`src/rtl/ex_div.sv`:
```
// Multi-cycle RV32M divider for the EX stage: restoring division, one quotient bit per cycle.
// Divide-by-zero and signed overflow finish early without entering the iterative loop.
module ex_div (
  input  logic        clk,
  input  logic        rst,
  input  logic        start_i,
  input  logic [2:0]  op_i,
  input  logic [31:0] dividend_i,
  input  logic [31:0] divisor_i,
  input  logic [4:0]  reg_waddr_i,
  input  logic        flush_i,
  output logic        busy_o,
  output logic        ready_o,
  output logic [31:0] result_o,
  output logic        reg_we_o,
  output logic [4:0]  reg_waddr_o
);

  typedef enum logic [1:0] {IDLE, START, CALC, END} state_t;

  state_t      state_reg, state_next;
  // op_reg[1]: remainder requested, op_reg[0]: unsigned operation
  logic [1:0]  op_reg, op_next;
  logic [31:0] dividend_reg, dividend_next;
  logic [31:0] divisor_reg, divisor_next;
  logic [4:0]  waddr_reg, waddr_next;
  logic [31:0] dvd_reg, dvd_next;
  logic [31:0] dvs_reg, dvs_next;
  logic [31:0] quo_reg, quo_next;
  logic [31:0] rem_reg, rem_next;
  logic [4:0]  cnt_reg, cnt_next;

  logic        accept;
  logic        a_neg, b_neg;
  logic [32:0] rem_shift, diff;
  logic        step_ge;
  logic [31:0] rem_step, quo_step;

  assign accept = start_i & op_i[2] & ~flush_i;
  assign a_neg  = ~op_reg[0] & dividend_reg[31];
  assign b_neg  = ~op_reg[0] & divisor_reg[31];

  // One restoring step: shift in the next dividend bit, keep the difference if non-negative.
  assign rem_shift = {rem_reg, dvd_reg[31]};
  assign diff      = rem_shift - {1'b0, dvs_reg};
  assign step_ge   = ~diff[32];
  assign rem_step  = step_ge ? diff[31:0] : rem_shift[31:0];
  assign quo_step  = {quo_reg[30:0], step_ge};

  always_ff @(posedge clk or negedge rst) begin
    if (!rst) begin
      state_reg    <= IDLE;
      op_reg       <= '0;
      dividend_reg <= '0;
      divisor_reg  <= '0;
      waddr_reg    <= '0;
      dvd_reg      <= '0;
      dvs_reg      <= '0;
      quo_reg      <= '0;
      rem_reg      <= '0;
      cnt_reg      <= '0;
    end else begin
      state_reg    <= state_next;
      op_reg       <= op_next;
      dividend_reg <= dividend_next;
      divisor_reg  <= divisor_next;
      waddr_reg    <= waddr_next;
      dvd_reg      <= dvd_next;
      dvs_reg      <= dvs_next;
      quo_reg      <= quo_next;
      rem_reg      <= rem_next;
      cnt_reg      <= cnt_next;
    end
  end

  always_comb begin
    state_next    = state_reg;
    op_next       = op_reg;
    dividend_next = dividend_reg;
    divisor_next  = divisor_reg;
    waddr_next    = waddr_reg;
    dvd_next      = dvd_reg;
    dvs_next      = dvs_reg;
    quo_next      = quo_reg;
    rem_next      = rem_reg;
    cnt_next      = cnt_reg;
    busy_o        = 1'b0;

    case (state_reg)
      IDLE: begin
        if (accept) begin
          busy_o        = rst;
          op_next       = op_i[1:0];
          dividend_next = dividend_i;
          divisor_next  = divisor_i;
          waddr_next    = reg_waddr_i;
          state_next    = START;
        end
      end
      START: begin
        busy_o = 1'b1;
        if (flush_i) begin
          state_next = IDLE;
        end else if (divisor_reg == 32'd0) begin
          quo_next   = 32'hFFFF_FFFF;
          rem_next   = dividend_reg;
          state_next = END;
        end else if (!op_reg[0] && dividend_reg == 32'h8000_0000 &&
                     divisor_reg == 32'hFFFF_FFFF) begin
          quo_next   = 32'h8000_0000;
          rem_next   = 32'd0;
          state_next = END;
        end else begin
          dvd_next   = a_neg ? (32'd0 - dividend_reg) : dividend_reg;
          dvs_next   = b_neg ? (32'd0 - divisor_reg) : divisor_reg;
          quo_next   = 32'd0;
          rem_next   = 32'd0;
          cnt_next   = 5'd31;
          state_next = CALC;
        end
      end
      CALC: begin
        busy_o = 1'b1;
        if (flush_i) begin
          state_next = IDLE;
        end else begin
          dvd_next = {dvd_reg[30:0], 1'b0};
          cnt_next = cnt_reg - 5'd1;
          quo_next = quo_step;
          rem_next = rem_step;
          // Last step: fold the sign correction into the final write.
          if (cnt_reg == 5'd0) begin
            quo_next   = (a_neg ^ b_neg) ? (32'd0 - quo_step) : quo_step;
            rem_next   = a_neg ? (32'd0 - rem_step) : rem_step;
            state_next = END;
          end
        end
      end
      END: begin
        state_next = IDLE;
      end
      default: begin
        state_next = IDLE;
      end
    endcase
  end

  assign ready_o     = (state_reg == END) & ~flush_i;
  assign reg_we_o    = ready_o;
  assign result_o    = ready_o ? (op_reg[1] ? rem_reg : quo_reg) : 32'd0;
  assign reg_waddr_o = ready_o ? waddr_reg : 5'd0;

endmodule

```
`config.mk`:
```
export PLATFORM = sky130hd
export DESIGN_NAME = ex_div
export DESIGN_NICKNAME = d
export VERILOG_FILES = /design/src/rtl/ex_div.sv
export SDC_FILE = /design/constraint.sdc
export NUM_CORES = 1
export LEC_CHECK = 0
export ABC_AREA = 1
export CAP_MARGIN = 15
export CORE_MARGIN = 1
export CORE_UTILIZATION = 60
export CTS_BUF_LIST = sky130_fd_sc_hd__clkbuf_8
export CTS_CLUSTER_DIAMETER = 40
export DETAILED_ROUTE_END_ITERATION = 7
export GPL_TIMING_DRIVEN = 1
export HOLD_SLACK_MARGIN = 0.05
export PLACE_DENSITY = 0.83
export SLEW_MARGIN = 15
export SYNTH_ARGS = -nofsm -noshare
export SYNTH_HDL_FRONTEND = slang
export SYNTH_SLANG_ARGS = --single-unit
export TNS_END_PERCENT = 30
```
`constraint.sdc`:
```
create_clock -name clk -period 5.2 [get_ports clk]
set_clock_uncertainty 0.15 [all_clocks]
set_input_delay 1.56 -clock clk [delete_from_list [all_inputs] [get_ports clk]]
set_output_delay 1.56 -clock clk [all_outputs]
set_load 0.02 [all_outputs]
```
==> results summary <==
The number of synthesized register bits is just over 200. The post-synth design cell area came out at about 15000 µm². The clock net in this run drives a total of around 210 sinks.

The number of design-rule violations left by the first detailed-router iteration came out at 2011. The total negative setup slack came out at 0 ns. Measured along the x axis, the die boundary spans ~160 µm.

The total wire length came out at 50180 µm. Measured against its own limit, the worst slew margin works out to between 30 and 40%. The library cell used most frequently in the layout, excluding fill and tap cells, is nand2_1. The run finished with clean final reports. The final setup violation count came out at 0. The die height is 162.3 µm. The pre-antenna-repair detailed-routing pass consisted of 7 iterations. The count of mapped cells out of synthesis is 2352. The total CTS buffers is 40. The largest net degree at the start of global routing is 170.

The share of the cycle needed by the critical path after routing is a little over nine tenths. The critical path start-end classification is in -> out. The number of fill cells came out at roughly 2200. Among all flip-flop cells after synthesis, the most frequent one is dfrtp_1. Based on the critical path, the design can be clocked at up to around 200 MHz.

The H-tree level count is 2. The number of ports placed on the die boundary came out at between 100 and 150. Cells with a size suffix above 1 make up ~6.1% of the layout. The number of antenna violations at the first check in global routing came out at 2. The longest clock path from root to sink contains 3 buffers. The clock root buffer master is clkbuf_8. Counting every net in the synthesized netlist gives between 2000 and 2500.

The routed design could run at a clock period as short as just over 5 ns. The routed layout has 16380 vias. Max-cap violations in this run came to 0. The required time of the critical path came out at 3.49 ns. The total congestion overflow came out at 0.

Detailed placement finished with a half-perimeter wire length of between 30000 and 40000 µm. The number of design rule violations left after detail routing is 0. The top cell types in the final layout, fill and taps aside, are nand2_1, inv_1, o21ai_0, dfrtp_1, nor2_1. TritonCTS built the clock tree.

The first-pass GRT wire length is 79830 µm. Dividing the detail-routed wire length by the instance count gives 17.86 µm. The count of flip-flops with a built-in enable after synthesis came out at 0. The worst setup path is captured at an output port. The actual slew at the worst max-slew pin came out at around 0.92 ns. The core region is approximately 25000 µm². The clock latency on the worst-skew pair came out at about 0.57 ns. The average footprint of a synthesized cell is approximately 6.6 µm². The count of buffers added by post-CTS timing repair for setup came out at 0. Registers take slightly above 5000 µm². The multi-input gate area in the final layout is just under 9000 µm².

The critical path startpoint category is a primary input. The congestion estimate from routability-driven global placement came to between 1 and 1.5. The clock transition at the registers of the reported paths came out at 0.06 ns. The number of global-route vias before repair is 15260. The count of pins over their slew limit came out at 0. The die area is about 26000 µm². The initial utilization of the core area, before any placement, comes to 61.19%. The top fanout value on the critical path came out at 34. The total routing usage reported by global routing came out at 38.97%. The Yosys step of the flow raised 0 warnings. The final-report hold violation count is 0. The number of port buffers is 115. The area added between synthesis and finish came out at 15.09%. The final antenna-violating net count came out at 0. The sequential area share after synthesis came out at 33.45%.

Setup repair after global routing left no endpoint under its margin. The placement row count came out at 58. After detailed routing, the number of vias per cell comes to ~5.8. The net count reported at finish is 2570. The async set-reset flop share out of synthesis came out at 100.0%.

The worst hold path belongs to the class reg -> reg. The worst endpoint data arrival time came out at 3.41 ns. After synthesis, the netlist uses 52 different library cells.
path summary, 6_finish.rpt:
path / from / to / slack (ns) / cells past startpoint
setup / recovery: flush_i / result_o[18] / 0.08 / 8
hold / removal: dvd_reg[25] / dvd_reg[25] / 0.33 / 2
setup reg to reg: dvd_reg[31] / quo_reg[30] / 0.53 / 28
hold reg to reg: dvd_reg[25] / dvd_reg[25] / 0.33 / 2
max in group asynchronous: rst / rem_reg[20] / 2.63 / 3
min in group asynchronous: rst / divisor_reg[4] / 0.95 / 2
cell families after synthesis:
group / count (synthesis) / share of synthesized area, %
AND/OR/NAND/NOR: 1154 / 31.91
AO/OA/AOI/OAI: 476 / 16.90
buffers and inverters: 405 / 10.29
flip-flops: 206 / 33.45
XOR/XNOR: 66 / 3.751
adder cells (fa/ha/maj): 45 / 3.703
cell usage after synthesis (all sizes together) (4+ instances only):
library cell | instances | share of area (%)
o211ai | 10 | 0.49
o31ai | 4 | 0.19
a31oi | 23 | 0.93
a22oi | 29 | 1.4
ha | 44 | 3.6
o22ai | 4 | 0.16
nand3 | 146 | 5.0
xor2 | 50 | 2.8
or2 | 12 | 0.49
nand3b | 8 | 0.39
nand4 | 31 | 1.3
nor4 | 15 | 0.61
o21bai | 6 | 0.29
nand2 | 699 | 18
xnor2 | 16 | 0.91
dfrtp | 206 | 33
buf | 23 | 0.98
nor2 | 207 | 5.2
nor3 | 30 | 1.0
clkbuf | 64 | 1.6
a21oi | 124 | 4.2
o21ai | 269 | 8.8
inv | 315 | 7.7
critical path: stages:
cell and delay, ns:
clkdlybuf4s50_1 0.45, inv_1 0.11, nand2_1 0.08, inv_1 0.10
buf_12 0.18, o21ai_0 0.10, a21oi_1 0.17, clkdlybuf4s50_1 0.63
through the flow:
stage               worst slack [ns]  cell area [µm²]  utilization [%]  hold slack [ns]  std cells
finish                       0.08367            17740            70.43           0.3268       2810
global route                0.001378            17730            70.42           0.3513       2809
CTS                           0.1012            17730            70.39           0.3328       2809
detailed placement            0.1330            16830            66.85           0.3187       2737
global placement              0.1969            16830            66.85           0.3129       2737
floorplan                     0.7412            15410                -           0.2978       2352
layer usage:
metal / GRT usage (%) / wire length [µm]
met1: 51.86 / 20640
met5: 0 / 34
met2: 60.86 / 22390
met4: 19.17 / 2715
met3: 7.354 / 4399
area by class of cell:
type	instances	share of cell area, %
Antenna cell	1	0.01411
Inverter	318	6.730
Sequential cell	206	29.07
Clock buffer	51	3.958
Tap cell	330	2.328
Timing Repair Buffer	142	7.810
Clock inverter	21	1.072
Multi-Input combinational cell	1741	49.02
timing repair:
action / 4_1_cts / 5_1_grt
hold buffers: 0 / 0
endpoints found under the setup margin: 0 / 2
gates resized for setup: 0 / 2
Power is left out: the tool's default activity adds up to more than one toggle a clock period on the data nets, which glitch-free logic cannot reach.
